===== src/rtl/ins_fetch_unit.sv =====
// rtl/ins_fetch_unit.sv - instruction fetch stage: PC, memory handshake, issue and halt control
module ins_fetch_unit #(
   parameter int          bus_width    = 32,
   parameter int          addr_width   = 16,
   parameter int unsigned reset_vector = 0,
   parameter int          ack_timeout  = 15
) (
   input  logic                  clock,
   input  logic                  reset,
   input  logic                  pc_choice_in,
   input  logic [addr_width-1:0] jump_addr_in,
   input  logic                  stall_in,
   input  logic                  resume_in,
   input  logic                  mem_ack_in,
   input  logic [bus_width-1:0]  mem_data_in,
   output logic                  mem_req_out,
   output logic [addr_width-1:0] mem_addr_out,
   output logic [bus_width-1:0]  ins_out,
   output logic                  wait_for_next_out,
   output logic [addr_width-1:0] pc_out,
   output logic                  fetch_err_out
);

   // Counter only needs to reach ack_timeout; the timeout fires on the edge it would get there.
   localparam int CW = (ack_timeout < 2) ? 1 : $clog2(ack_timeout + 1);
   localparam logic [CW-1:0]         CNT_LAST = CW'(ack_timeout - 1);
   localparam logic [addr_width-1:0] PC_RST   = addr_width'(reset_vector);

   typedef enum logic [1:0] {
      S_FETCH = 2'd0,
      S_WAIT  = 2'd1,
      S_ISSUE = 2'd2,
      S_HALT  = 2'd3
   } state_t;

   state_t                r_state, w_state;
   logic [addr_width-1:0] r_pc,    w_pc;
   logic                  r_req,   w_req;
   logic [addr_width-1:0] r_addr,  w_addr;
   logic [bus_width-1:0]  r_ins,   w_ins;
   logic                  r_wait,  w_wait;
   logic                  r_err,   w_err;
   logic [CW-1:0]         r_cnt,   w_cnt;
   logic                  w_stop;

   // A stop instruction carries all ones in its top eight bits (opcode 111111, function 11).
   assign w_stop = (r_ins[bus_width-1:bus_width-6] == 6'b111111) &&
                   (r_ins[bus_width-7:bus_width-8] == 2'b11);

   // Next-state and next-output logic; every register holds unless a state says otherwise.
   always_comb begin
      w_state = r_state;
      w_pc    = r_pc;
      w_req   = r_req;
      w_addr  = r_addr;
      w_ins   = r_ins;
      w_wait  = r_wait;
      w_err   = r_err;
      w_cnt   = r_cnt;
      case (r_state)
         S_FETCH: begin
            w_req   = 1'b1;
            w_addr  = r_pc;
            w_cnt   = '0;
            w_state = S_WAIT;
         end
         S_WAIT: begin
            // An ack arriving on the timeout edge takes priority: no retry, no error.
            if (mem_ack_in) begin
               w_ins   = mem_data_in;
               w_req   = 1'b0;
               w_wait  = 1'b0;
               w_state = S_ISSUE;
            end else if (r_cnt == CNT_LAST) begin
               w_cnt   = r_cnt + 1'b1;
               w_req   = 1'b0;
               w_err   = 1'b1;
               w_state = S_FETCH;
            end else begin
               w_cnt   = r_cnt + 1'b1;
            end
         end
         S_ISSUE: begin
            if (!stall_in) begin
               w_wait  = 1'b1;
               w_pc    = pc_choice_in ? (r_pc + addr_width'(1)) : jump_addr_in;
               w_state = w_stop ? S_HALT : S_FETCH;
            end
         end
         S_HALT: begin
            if (resume_in) begin
               w_state = S_FETCH;
            end
         end
         default: begin
            w_state = S_FETCH;
         end
      endcase
   end

   // State and output registers; reset returns everything to idle immediately.
   always_ff @(posedge clock or posedge reset) begin
      if (reset) begin
         r_state <= S_FETCH;
         r_pc    <= PC_RST;
         r_req   <= 1'b0;
         r_addr  <= '0;
         r_ins   <= '0;
         r_wait  <= 1'b1;
         r_err   <= 1'b0;
         r_cnt   <= '0;
      end else begin
         r_state <= w_state;
         r_pc    <= w_pc;
         r_req   <= w_req;
         r_addr  <= w_addr;
         r_ins   <= w_ins;
         r_wait  <= w_wait;
         r_err   <= w_err;
         r_cnt   <= w_cnt;
      end
   end

   assign mem_req_out       = r_req;
   assign mem_addr_out      = r_addr;
   assign ins_out           = r_ins;
   assign wait_for_next_out = r_wait;
   assign pc_out            = r_pc;
   assign fetch_err_out     = r_err;

endmodule


===== config.mk =====
export PLATFORM = sky130hd
export DESIGN_NAME = ins_fetch_unit
export DESIGN_NICKNAME = d
export VERILOG_FILES = /design/src/rtl/ins_fetch_unit.sv
export SDC_FILE = /design/constraint.sdc
export NUM_CORES = 1
export LEC_CHECK = 0
export CAP_MARGIN = 20
export CORE_MARGIN = 10
export CORE_UTILIZATION = 40
export DETAILED_ROUTE_END_ITERATION = 7
export PLACE_DENSITY_LB_ADDON = 0.25
export SLEW_MARGIN = 0
export SYNTH_ARGS = -nofsm -noshare
export SYNTH_HDL_FRONTEND = slang
export SYNTH_SLANG_ARGS = --single-unit

===== constraint.sdc =====
create_clock -name clock -period 2.9 [get_ports clock]
set_clock_uncertainty 0.2 [all_clocks]
set_input_delay 0.87 -clock clock [delete_from_list [all_inputs] [get_ports clock]]
set_output_delay 0.87 -clock clock [all_outputs]
set_load 0.005 [all_outputs]

; Yosys cells after proc, flatten, opt, wreduce, memory -nomap -nowiden
; Index checks and enable logic that the tools add are counted.
[word_totals]
register_bits = 73
latch_bits = 0
ramBits = 0
romBits = 0
input_bits = 54
out_inout_bits = 67
wordCells = 49
n_memories = 0
[classes]
n_addsub = 2
n_mul = 0
n_div = 0
magnitude_cmp = 0
eq_ne = 11
n_shift = 0
muxes = 15
n_bitwise = 2
n_reduce_logical = 11
[ops]
columns = cell, count
row1 = "16-bit by 1-bit adder with 16-bit output, second input constant", 1
row2 = 16-bit two-way mux, 1
row3 = 2-bit two-way mux, 5
row4 = 3-bit AND reduction, 3
row5 = "2-bit != test, second input constant", 4
row6 = 2-bit case mux with 4 select lines, 1
row7 = 4-bit case mux with 2 select lines, 1
row8 = 2-bit AND reduction, 4
row9 = "2-bit == test, second input constant", 3
row10 = "6-bit == test, second input constant", 1
row11 = "4-bit by 1-bit adder with 4-bit output, second input constant", 1
row12 = "4-bit == test, second input constant", 1
row13 = 1-bit two-way mux, 4
row14 = 4-bit two-way mux, 1
row15 = 1-bit case mux with 2 select lines, 2
row16 = 2-bit nonzero test, 2
row17 = "3-bit != test, second input constant", 1
row18 = "2-bit by 1-bit == test with 1-bit output, second input constant", 1
row19 = 2-bit logical NOT, 1
row20 = 1-bit NOT, 2
row21 = 1-bit logical AND, 1

; Longest topological paths before layout
[logic_depth]
depth_word = 5
mapped_depth = 6
depth_no_buf = 5

; Worst setup path before layout
; OpenSTA, ideal clock, no wires.
[synth_timing]
kind = input to register
startpoint = input stall_in
endpoint = register r_pc[10] (netlist: pc_out[10])
setup_time_ps = 133
t_arrival_ps = 1792
required_ps = 2567
slack_ps = 775
cell_stages = 5
path_buffers = 1
cell_sequence = or3b_1 buf_6 or3_1 o211ai_1 a31oi_1
[synth_between]
elab_chain_cells = 2
[synth_rtl]
columns = item, line
row1 = "start, declared", 12  ; input logic stall_in,
row2 = 1-bit NOT (no source line), --
row3 = 2-bit AND reduction (no source line), --
row4 = "end signal, assigned", 114  ; r_pc <= w_pc;
row5 = "end, declared", 37  ; logic [addr_width-1:0] r_pc, w_pc;
; No other way between the ends.
; A chain may end at the register's enable or synchronous reset.

; Worst setup path in the final report
[layout_timing]
startpoint = register r_pc[0] (netlist: pc_out[0])
endpoint = output pc_out[0]
[layout_rtl]
columns = item, line
row1 = "end, declared", 20  ; output logic [addr_width-1:0] pc_out,
; No word-level cell between the ends.

==> results_dict.tcl <==
set metrics [dict create \
    io_buffer_count 120 \
    critPathLaunchType "register" \
    slew_violations 0 \
    drt.antenna.violating_nets 0 \
    worstPathCellList "clkdlybuf4s50_1" \
    core_region_area_sq_mm 0.008134 \
    timing.slew.headroom_pct 54.48 \
    crit_required_ns 1.83 \
    power.ir.vdd_worst_mv 0.4887 \
    max_freq_ghz 0.4014 \
    synth_top_area_cell "dfrtp_1" \
    wire_per_inst_microns 17.42 \
    synth_top_flop_cell "dfrtp_1" \
    leakage_nw 2.032 \
    rsz0062_at_grt "false" \
    chipWidth_microns 110.9 \
    synth_edf_count 0 \
    grt_pass1_wl_microns 14280 \
    yosysTopAreaCellShare_pct 54.46 \
    dieHeight_microns 110.9 \
    synthArstFlopShare_pct 100.0 \
    initial_core_util_pct 40.67 \
    synth.yosys.seq_area_share_pct 55.26 \
    crit_buf_inv 1 \
    hold_viol 0 \
    period_minus_slack_ns 2.491 \
    drc 0 \
    syn_to_final_growth_pct 47.88 \
    root_buffer "clkbuf_8" \
    cts_num_sinks 73 \
    vias_per_cell 5.308 \
    hpwlAfterDp_microns 6738 \
    num-nets-final 456 \
    vias 2702 \
    placed_area_sq_mm 0.004663 \
    postCtsSetupRepairBufs 0 \
    multi_input_area_sq_mm 0.001360 \
    worst_pin_slew_ns 0.6828 \
    grt_pass1_vias 2859 \
    end_kind "output pin" \
    crit_family "buffers and inverters" \
    synth_top_family_by_area "multiplexers" \
    clkLatencyLatePin_ns 0.33 \
    final_area_sq_mm 0.004892 \
    power_mw 4.863 \
    htreeDepth 3 \
    syn-num-nets 332 \
    yosys.area_share.simple_pct 13.05 \
    gp_congestion 0.7898 \
    status "finished clean" \
    cts_hold_buf 0 \
    cts_resized 0 \
    synthCells 275 \
    synth.mux.area_fraction_pct 15.89 \
    slowest_stage "clkdlybuf4s50_1" \
    holdWs_ns 0.2689 \
    setup_viol 0 \
    fin_util_pct 60.14 \
    slowest_delay_ns 0.57 \
    n_fill_cell 705 \
    yosysWarnings 0 \
    wirelength_microns 8868 \
    syn_area_sq_mm 0.003308 \
    yosys-top-cells-area "dfrtp_1 54%, mux2_2 11%, mux2_1 4.4%, a21oi_1 2.4%, buf_2 1.8%" \
    drt-initial-drc-count 108 \
    diodes 0 \
    synth_compound_area_share_pct 10.78 \
    finalSetupTns_ns 0 \
    ys_types 50 \
    fin_crit_sh_pct 85.91 \
    drv_cap 0 \
    clock_path_buffers 2 \
    crit_arrival_ns 1.42 \
    placementRows 33 \
    firstDrtPassIters 4 \
    synth_seq_cells 73 \
    drive_gt1_share_pct 16.83 \
    crit_type "reg2out" \
    dieArea_sq_mm 0.01231 \
    clkTransAtPathRegs_ns 0.08 \
    synth_xor_area_share_pct 0.2648 \
    grt_remaining_overflow 0 \
    antenna_found_initial 0 \
    synth.avg_cell_area_sq_um 12.03 \
    final-seq-area_sq_mm 0.001828 \
    synthAdderAreaFrac_pct 1.135 \
    hold_class "reg2reg" \
    cts_made_buffers 9 \
    cts_tree "done" \
    power_density_mw_per_mm2 994.1 \
    grt_usage_pct 13.95 \
    grt_max_degree 35 \
    cp_max_fo 6 \
    ios 121 \
]
==> power breakdown <==
group	leakage, nW	internal, mW	switching [mW]
Clock	0.115	0.529	0.369
Sequential	0.887	1.49	0.426
Combinational	1.03	1.30	0.748
Total	2.03	3.32	1.54
==> registers in the layout (all words and copies together) (netlist names) <==
name and count:
wait_for_next_out 1, pc_out 16, mem_addr_out 16, mem_req_out 1
r_state 2, r_cnt 4, ins_out 32, fetch_err_out 1
==> worst register-to-register path: stages, from the launching register on <==
cell and delay [ns]:
dfrtp_1 0.52, or3b_1 0.63, nor3_4 0.29, nand3_1 0.09, and3_1 0.20
==> placed cells by master, fill, tap and decap left out, types with 6 or more instances in the layout <==
cell type / count
nand3_1: 11
o21ai_1: 11
nor2_1: 11
inv_1: 6
mux2_1: 13
nand4_1: 6
dfrtp_1: 72
nand2_1: 16
a21oi_1: 16
mux2_2: 31
buf_4: 7
clkbuf_8: 11
clkdlybuf4s50_1: 120
==> cell usage after synthesis, types with 2 or more instances <==
master    instances
nand3_2           2
mux2_2           31
a311oi_1          2
nand2_1          16
buf_6             2
o221ai_1          2
o21ai_0           5
nor4_1            2
o311ai_1          2
or3_1             4
nor3_1            2
mux2_1           13
a31oi_1           4
or3b_1            2
and3_1            3
buf_2            12
nand4_1           6
nand2b_1          3
nand3_1          11
inv_1             7
clkbuf_1          3
o22ai_1           3
a21oi_1          16
ha_1              3
dfrtp_1          72
mux2i_1           3
o21ai_1          11
nor2_1           11
==> cells by family after synthesis <==
logic type | Yosys count
adders and majority gates | 3
AOI/OAI and AO/OA | 57
buffers and inverters | 24
xor gates and xnor gates | 1
muxes | 47
and+or+nand+nor | 70
DFF | 73
==> layer usage <==
metal  part of all wire (%)  vias to the layer above  global-route usage, %  routed length [microns]
met5                      0                        -                      0                        0
met4                    1.5                        0                  5.816                      133
met3                    9.9                       16                  6.169                      881
met2                     48                      117                  22.17                     4235
met1                     41                     1312                  15.96                     3617
li1                       -                     1257                      -                        -
==> metrics by stage <==
| step | setup slack (ns) | std cells |
|---|---|---|
| global route | 0.3415 | 509 |
| floorplan | 0.7748 | 275 |
| finish | 0.4085 | 509 |
| CTS | 0.3727 | 509 |
| detailed placement | 0.1165 | 493 |
| global placement | 0.1393 | 493 |
==> final timing paths <==
kind                                    from                end  slack [ns]  cells past startpoint
max                                pc_out[0]          pc_out[0]        0.41                      1
min                        wait_for_next_out  wait_for_next_out        0.27                      2
max reg2reg                       r_state[0]         pc_out[12]        0.86                      4
min reg2reg                wait_for_next_out  wait_for_next_out        0.27                      2
max in group asynchronous              reset  wait_for_next_out        1.27                      3
min in group asynchronous              reset    mem_addr_out[0]        0.67                      2
==> final cells by class <==
cell class	instances	share of cell area (%)
flip-flops and latches	73	37.37
multi-input cells	178	27.80
repair buffers	130	26.85
clock buffers	11	3.095
well taps	105	2.685
clock inverters	5	1.586
inverters	7	0.6138
Power figures use the tool's default switching activity.
==> edit (same settings) <==
Put one more register stage on the output `fetch_err_out`, without a reset. The value now appears one clock later. The other outputs are not delayed to match.
--- a/src/rtl/ins_fetch_unit.sv
+++ b/src/rtl/ins_fetch_unit.sv
@@ -127,5 +127,7 @@
    assign wait_for_next_out = r_wait;
    assign pc_out            = r_pc;
-   assign fetch_err_out     = r_err;
+   always_ff @(posedge clock) begin
+      fetch_err_out <= r_err;
+   end
 
 endmodule
Function: no difference found for any inputs over 10 cycles, from zero or initial values and one cycle with reset high; that may be too few to reach the edited logic, so the function may still have changed.
==> edit against the original RTL <==
Worst setup slack got worse by 0.0013 ns. Non-clock buffer count increased by 1. Synthesized area increased by 0.61%. Critical path type unchanged. Wire length increased by 2.2%. Hold slack got worse by 0.089 ns. Count of clock-buffer cells in the layout decreased by 2. Sequential cell count increased by 1. Total power increased by 1.6%. Cell area about the same. Final cell count increased by 0.39%.
==> edit: results (changes against the original RTL) <==
stage	metric	value	unit	change
finish	Nets	458		+0.44%
min_path	worst hold endpoint	fetch_err_out		
critical_path	crit path launch	pc_out[7]		
synthesis	XOR/XNOR Fraction of Synth Area	0.263	%	-0.0016 points
synthesis	async set-reset flop share out of synthesis	98.6	%	-1.4 points
critical_path	R2R cell count	4		unchanged
finish	Fill cells	683		-3.1%
grt	overall routing resource usage	14.3	%	+0.33 points
drt	Vias/cell	5.24		-1.2%
power_and_ir_drop	static leakage	2.04	nW	+0.25%
place	placed cell count	495		+0.41%
power_and_ir_drop	Comb pwr share	41.3	%	-0.8 points
power_and_ir_drop	Net Switching	1.57	mW	+1.6%
synthesis	Post-Synth Adder-Cell Area	1.13	%	-0.0068 points
drt	Routed WL	9060	um	+2.2%
place	pre-CTS setup slack	0.126	ns	+0.00979 ns
place	global placement routability congestion	0.846		+7.1%
finish	share of layout cells above drive strength 1	17.0	%	+0.16 points
power_and_ir_drop	total power	4.94	mW	+1.6%
power_and_ir_drop	clock group power	965	uW	+7.5%
synthesis	Syn Nets	333		+0.30%
drt	Routed WL per cell	17.7	um	+1.8%
grt	pin count of the biggest net entering global routing	47		+34%
drt	initial drt markers	115		+6.5%
timing	WHS	0.179	ns	-0.0895 ns
clock_network	Clk Latency, worst-skew pair	0.35	ns	+0.02 ns
synthesis	Syn Area/Cell	12.1	sq um	+0.24%
synthesis	synth unique cells	51		+2.0%
critical_path	crit path max fanout	9		+3
synthesis	Synth Area in Compound Gates	10.7	%	-0.065 points
synthesis	post-synthesis sequential area ratio	55.5	%	+0.27 points
place	placed cell areas	4650	sq um	-0.21%
timing	Slew headroom	55.9	%	+1.4 points
synthesis	largest cells by area after synthesis	dfrtp_1, mux2_2, mux2_1		
grt	first-pass GRT wire length	14800	um	+3.6%
synthesis	mux cell area share after synthesis	15.8	%	-0.096 points
power_and_ir_drop	peak supply drop	521	uV	+6.5%
place	half-perimeter wire length after placement	6700	um	-0.53%
min_path	hold_sp	r_err		
min_path	hold path depth	0		-2
outcome	status	finished, final reports clean		
critical_path	reg2reg setup slack	0.84	ns	-0.02 ns
grt	vias in the first global route	2846		-0.45%
-- edit: cell count changes after synthesis, sizes merged --
cell and delta:
dfxtp +1
-- edit: routing by layer --
layer | wire length, um | part of all wire [%] | up-vias | GRT usage [%]
li1 | - | - | 1266 | -
met1 | 3580 | 40 | 1311 | 16.5
met2 | 4470 | 49 | 91 | 23.2
met3 | 893 | 9.9 | 12 | 6.28
met4 | 116 | 1.3 | 0 | 4.46
met5 | 0 | 0 | - | 0
-- edit: cell type report --
type	instances	area, sq um	share of cell area, %
clock buffer	9	124	2.53
multi-input combinational	178	1360	27.8
timing repair buffer	131	1280	26.2
inverter	7	30.0	0.614
tap	105	131	2.68
sequential	74	1850	37.8
clock inverter	7	116	2.38
-- edit: worst max path at each step --
stage                            end  slack (ns)
final                      pc_out[7]        0.41
after global placement    pc_out[12]        0.17
after global routing       pc_out[7]        0.36
after floorplan           pc_out[10]        0.77
after detailed placement  pc_out[12]        0.13
after CTS                  pc_out[7]        0.39
